<file path="src/rtl/calc1_pkg.sv">
// Shared calc1 definitions: command/response codes and the request driver state encoding.
package calc1_pkg;

  localparam logic [0:3] CMD_NOP = 4'd0;
  localparam logic [0:3] CMD_ADD = 4'd1;
  localparam logic [0:3] CMD_SUB = 4'd2;
  localparam logic [0:3] CMD_SHL = 4'd5;
  localparam logic [0:3] CMD_SHR = 4'd6;

  localparam logic [0:1] RESP_NONE = 2'd0;
  localparam logic [0:1] RESP_OK   = 2'd1;
  localparam logic [0:1] RESP_ERR  = 2'd2;

  typedef enum logic [2:0] {IDLE, SEND1, SEND2, WAIT, DONE} state_t;

endpackage

</file>
<file path="src/rtl/calc1_req_timer.sv">
// 8-bit loadable down-counter; expired is high while the count sits at zero.
module calc1_req_timer (
  input  logic       clk,
  input  logic       rst,
  input  logic       load,
  input  logic       dec,
  input  logic [7:0] load_val,
  output logic       expired
);

  logic [7:0] count;

  always_ff @(posedge clk or posedge rst) begin
    if (rst)                     count <= '0;
    else if (load)               count <= load_val;
    else if (dec && count != '0) count <= count - 8'd1;
  end

  assign expired = (count == 8'd0);

endmodule

</file>
<file path="src/rtl/calc1_req_driver.sv">
// Single-port calc1 request initiator: client op in, two-cycle port sequence out,
// response (or timeout) back to the client. Every output is a flop.
module calc1_req_driver
  import calc1_pkg::*;
#(
  parameter int TIMEOUT_CYCLES = 64
) (
  input  logic        c_clk,
  input  logic        reset,
  input  logic        cl_valid,
  output logic        cl_ready,
  input  logic [0:3]  cl_cmd,
  input  logic [0:31] cl_op1,
  input  logic [0:31] cl_op2,
  output logic        rsp_valid,
  input  logic        rsp_ready,
  output logic [0:1]  rsp_resp,
  output logic [0:31] rsp_data,
  output logic        rsp_timeout,
  output logic        late_resp,
  output logic [0:3]  req_cmd_in,
  output logic [0:31] req_data_in,
  input  logic [0:1]  out_resp,
  input  logic [0:31] out_data
);

  state_t      state, nxt_state;
  logic [0:31] op2_q;
  logic [0:3]  nxt_req_cmd;
  logic [0:31] nxt_req_data, nxt_rsp_data;
  logic [0:1]  nxt_rsp_resp;
  logic        nxt_rsp_valid, nxt_rsp_timeout;
  logic        tmr_load, tmr_dec, tmr_expired;
  logic        accept;

  assign accept = (state == IDLE) && cl_valid && cl_ready;

  calc1_req_timer u_timer (
    .clk      (c_clk),
    .rst      (reset),
    .load     (tmr_load),
    .dec      (tmr_dec),
    .load_val (8'(TIMEOUT_CYCLES)),
    .expired  (tmr_expired)
  );

  always_ff @(posedge c_clk or posedge reset) begin
    if (reset) state <= IDLE;
    else       state <= nxt_state;
  end

  // Port outputs are computed for the state being entered so they appear
  // in the same cycle the FSM occupies SEND1/SEND2.
  always_comb begin
    nxt_state       = state;
    nxt_req_cmd     = CMD_NOP;
    nxt_req_data    = '0;
    nxt_rsp_valid   = rsp_valid;
    nxt_rsp_resp    = rsp_resp;
    nxt_rsp_data    = rsp_data;
    nxt_rsp_timeout = rsp_timeout;
    tmr_load        = 1'b0;
    tmr_dec         = 1'b0;
    case (state)
      IDLE: begin
        if (accept) begin
          if (cl_cmd == CMD_NOP) begin
            nxt_state       = DONE;
            nxt_rsp_valid   = 1'b1;
            nxt_rsp_resp    = RESP_ERR;
            nxt_rsp_data    = '0;
            nxt_rsp_timeout = 1'b0;
          end else begin
            nxt_state    = SEND1;
            nxt_req_cmd  = cl_cmd;
            nxt_req_data = cl_op1;
          end
        end
      end
      SEND1: begin
        nxt_state    = SEND2;
        nxt_req_data = op2_q;
      end
      SEND2: begin
        nxt_state = WAIT;
        tmr_load  = 1'b1;
      end
      WAIT: begin
        // A response on the expiry cycle takes priority over the timeout.
        if (out_resp != RESP_NONE) begin
          nxt_state       = DONE;
          nxt_rsp_valid   = 1'b1;
          nxt_rsp_resp    = out_resp;
          nxt_rsp_data    = out_data;
          nxt_rsp_timeout = 1'b0;
        end else if (tmr_expired) begin
          nxt_state       = DONE;
          nxt_rsp_valid   = 1'b1;
          nxt_rsp_resp    = RESP_NONE;
          nxt_rsp_data    = '0;
          nxt_rsp_timeout = 1'b1;
        end else begin
          tmr_dec = 1'b1;
        end
      end
      DONE: begin
        if (rsp_ready) begin
          nxt_state     = IDLE;
          nxt_rsp_valid = 1'b0;
        end
      end
      default: nxt_state = IDLE;
    endcase
  end

  always_ff @(posedge c_clk or posedge reset) begin
    if (reset) begin
      cl_ready    <= 1'b0;
      rsp_valid   <= 1'b0;
      rsp_resp    <= '0;
      rsp_data    <= '0;
      rsp_timeout <= 1'b0;
      late_resp   <= 1'b0;
      req_cmd_in  <= '0;
      req_data_in <= '0;
      op2_q       <= '0;
    end else begin
      cl_ready    <= (nxt_state == IDLE);
      rsp_valid   <= nxt_rsp_valid;
      rsp_resp    <= nxt_rsp_resp;
      rsp_data    <= nxt_rsp_data;
      rsp_timeout <= nxt_rsp_timeout;
      req_cmd_in  <= nxt_req_cmd;
      req_data_in <= nxt_req_data;
      if (out_resp != RESP_NONE && state != WAIT) late_resp <= 1'b1;
      if (accept) op2_q <= cl_op2;
    end
  end

endmodule

</file>
<file path="config.mk">
export PLATFORM = sky130hd
export DESIGN_NAME = calc1_req_driver
export DESIGN_NICKNAME = d
export VERILOG_FILES = /design/src/rtl/calc1_pkg.sv /design/src/rtl/calc1_req_timer.sv /design/src/rtl/calc1_req_driver.sv
export SDC_FILE = /design/constraint.sdc
export NUM_CORES = 1
export LEC_CHECK = 0
export CAP_MARGIN = 20
export CORE_MARGIN = 1
export CORE_UTILIZATION = 45
export CTS_BUF_LIST = sky130_fd_sc_hd__clkbuf_4 sky130_fd_sc_hd__clkbuf_8
export DETAILED_ROUTE_END_ITERATION = 7
export GPL_TIMING_DRIVEN = 0
export HOLD_SLACK_MARGIN = 0.02
export PLACE_DENSITY = 0.84
export SYNTH_ARGS = -nofsm -noshare
export SYNTH_HDL_FRONTEND = slang
export SYNTH_SLANG_ARGS = --single-unit
export TNS_END_PERCENT = 30
</file>
<file path="constraint.sdc">
create_clock -name c_clk -period 4.8 [get_ports c_clk]
set_clock_uncertainty 0.15 [all_clocks]
set_input_delay 0.96 -clock c_clk [delete_from_list [all_inputs] [get_ports c_clk]]
set_output_delay 0.96 -clock c_clk [all_outputs]
set_load 0.05 [all_outputs]
</file>
==> out/metrics.cfg <==
[synthesis]
async_reset_ff_frac=1.00
synth_common_cells=dfrtp_1, nor2_1, a22oi_1
synthDistinctLibCells=49
synth_warnings=0
synth-seq-cells=117
synth_most_common_cell=dfrtp_1
syn_inst=335
synth_area_leaders=dfrtp_1, mux2_2, a22oi_1
yosysSeqAreaShare=0.644
synth-edff-count=0
synth_fp_nets=442
postSynthAreaPerCell_sq_um=13.6
synth_top_area_cell=dfrtp_1
netlist_area_sq_um=4540
synth_top_flop_cell=dfrtp_1
synth_top_area_share=0.644

[timing]
relSlewSlack=0.502
rsz0062_at_grt=no
drv_slew=0
tns_ns=0
period_share=0.572
max_freq_ghz=0.364
worst_slack_ns=2.06
setup_viol=0
finalCriticalPeriod_ns=2.74
worstMarginPinSlew_ns=0.746
finalHoldViolations=0

[die]
io_pins=180
dieArea_sq_um=10500
core_area_sq_um=9770
die_w_microns=102
chipHeight_microns=102
rows=36
start_util=0.465

[critical_path]
cp.required_ns=3.69
startpoint_type=flip-flop
worstRegToRegCells=7
crit_family=buffers and inverters
r2r_start=u_timer.count[0]
criticalPathCategory=reg2out
slowest_stage=clkdlybuf4s50_1
crit_fanout=2
critical-path-max-stage-delay_ns=0.84
path_buf_inv=1
arrival_ns=1.63
r2r_slack_ns=2.55
crit_chain=clkdlybuf4s50_1
end_kind=output pin
worstReg2RegEnd=rsp_data[13]

[routing]
drt-total-wl_microns=11500
wire_per_inst_microns=16.8
vias=3545
ant_nets=0
drtIter0Drc=123
vias_per_cell=5.21
drc=0
drt_pre_antenna_iters=4

[grt]
grt_max_degree=60
grt_pass1_vias=3629
grt_use_total=0.229
grt_first_pass_wirelength_microns=17800
gr-total-overflow=0
antenna_found_initial=0

[clocking]
clk_latency_ns=0.42
cts_tree=built
postCtsHoldBufs=0
cts_resized=0
cts_setup_buffers=0
ctsLongestPathBuffers=2
clock-sinks=117
cts_max_level=4
cts_root_buffer=clkbuf_8
numCtsBuffers=17
clk_pin_slew_ns=0.07

[place]
hpwlAfterDp_microns=8320
io_buffers=179
gp_congestion=0.835
dp.cells=648
dp_slack_ns=1.64

[hold_path]
min_to=op2_q[13]
holdCritPathClass=reg2reg
hold_depth=1
min_from=op2_q[13]

[final_layout]
multi_input_area_sq_um=1470
seqCellArea_sq_um=2930
diodes=0
drive_above_1_share=0.163
area_growth_pct=53.6
final_core_util=0.714
fin_cells=680
fillerInstances=685
nets=641

[pwr]
power_mw=4.96
power.density_nw_per_um2=710
cellLeakagePower_nw=3.01
max-vdd-ir-drop_mv=0.447

[status]
run_status=finished, final reports clean

[job]
max_cap_viol_count=0

-- state kept, by name, indices dropped and copies added (netlist names) --
| name | flops |
|---|---|
| rsp_valid | 1 |
| req_data_in | 32 |
| rsp_resp | 2 |
| rsp_timeout | 1 |
| late_resp | 1 |
| u_timer.count | 8 |
| rsp_data | 32 |
| cl_ready | 1 |
| state | 3 |
| req_cmd_in | 4 |
| op2_q | 32 |
-- power by group --
part / internal [mW] / leakage [nW] / switching, mW / total (mW)
clock network: 0.623 / 0.234 / 0.384 / 1.01
logic: 0.927 / 1.29 / 1.43 / 2.36
registers: 1.38 / 1.49 / 0.207 / 1.59
total: 2.93 / 3.01 / 2.02 / 4.96
-- routing by layer --
metal | vias to the layer above | track usage | share of wire
li1 | 1624 | - | -
met3 | 16 | 0.107 | 0.11
met2 | 157 | 0.367 | 0.47
met4 | 0 | 0.0912 | 0.017
met5 | - | 0 | 0
met1 | 1748 | 0.266 | 0.40
-- stage by stage --
step / area (sq um) / hold slack [ns]
6_report: 6980 / 0.342
5_1_grt: 6980 / 0.356
4_1_cts: 6980 / 0.345
3_5_place_dp: 6530 / 0.322
3_3_place_gp: 6500 / 0.315
2_1_floorplan: 4540 / 0.299
-- cells in the final DEF, fill, tap and decap left out, types with 3 or more instances in the layout --
master           count
a22o_1              27
a22o_2               6
a22oi_1             32
and2_1               4
buf_2                7
buf_4                3
buf_6                3
bufinv_16            4
clkbuf_1             9
clkbuf_4             3
clkbuf_8            20
clkdlybuf4s50_1    179
clkinv_2             4
dfrtp_1            117
inv_1                4
mux2_1               5
mux2_2              27
nand3b_1             3
nor2_1              41
o21ai_0              3
-- area by class of cell --
class / count / area share
Sequential cell: 117 / 0.420
Tap cell: 133 / 0.0238
Multi-Input combinational cell: 190 / 0.210
Timing Repair Buffer: 180 / 0.261
Buffer: 23 / 0.0185
Clock inverter: 9 / 0.0213
Inverter: 5 / 0.00305
Clock buffer: 23 / 0.0427
-- how the worst max path moves through the flow --
stage / from / end / slack (ns) / depth (start not counted)
floorplan: reset / cl_ready / 0.59 / 1
global placement: reset / req_data_in[6] / -0.92 / 2
detailed placement: cl_cmd[3] / rsp_data[13] / 1.64 / 6
CTS: rsp_data[6] / rsp_data[6] / 2.04 / 1
global route: cl_cmd[3] / rsp_data[25] / 1.95 / 6
finish: rsp_data[6] / rsp_data[6] / 2.06 / 1
-- kinds of logic after synthesis --
kind of cell,Yosys count,share of synthesized area
DFF,117,0.644
xor gates and xnor gates,2,0.00386
muxes,34,0.0837
buffers and inverters,28,0.0325
AOI/OAI and AO/OA,85,0.155
adders and majority gates,1,0.00275
and+or+nand+nor,68,0.0774
Note: power is estimated with default switching activity, not from simulation.
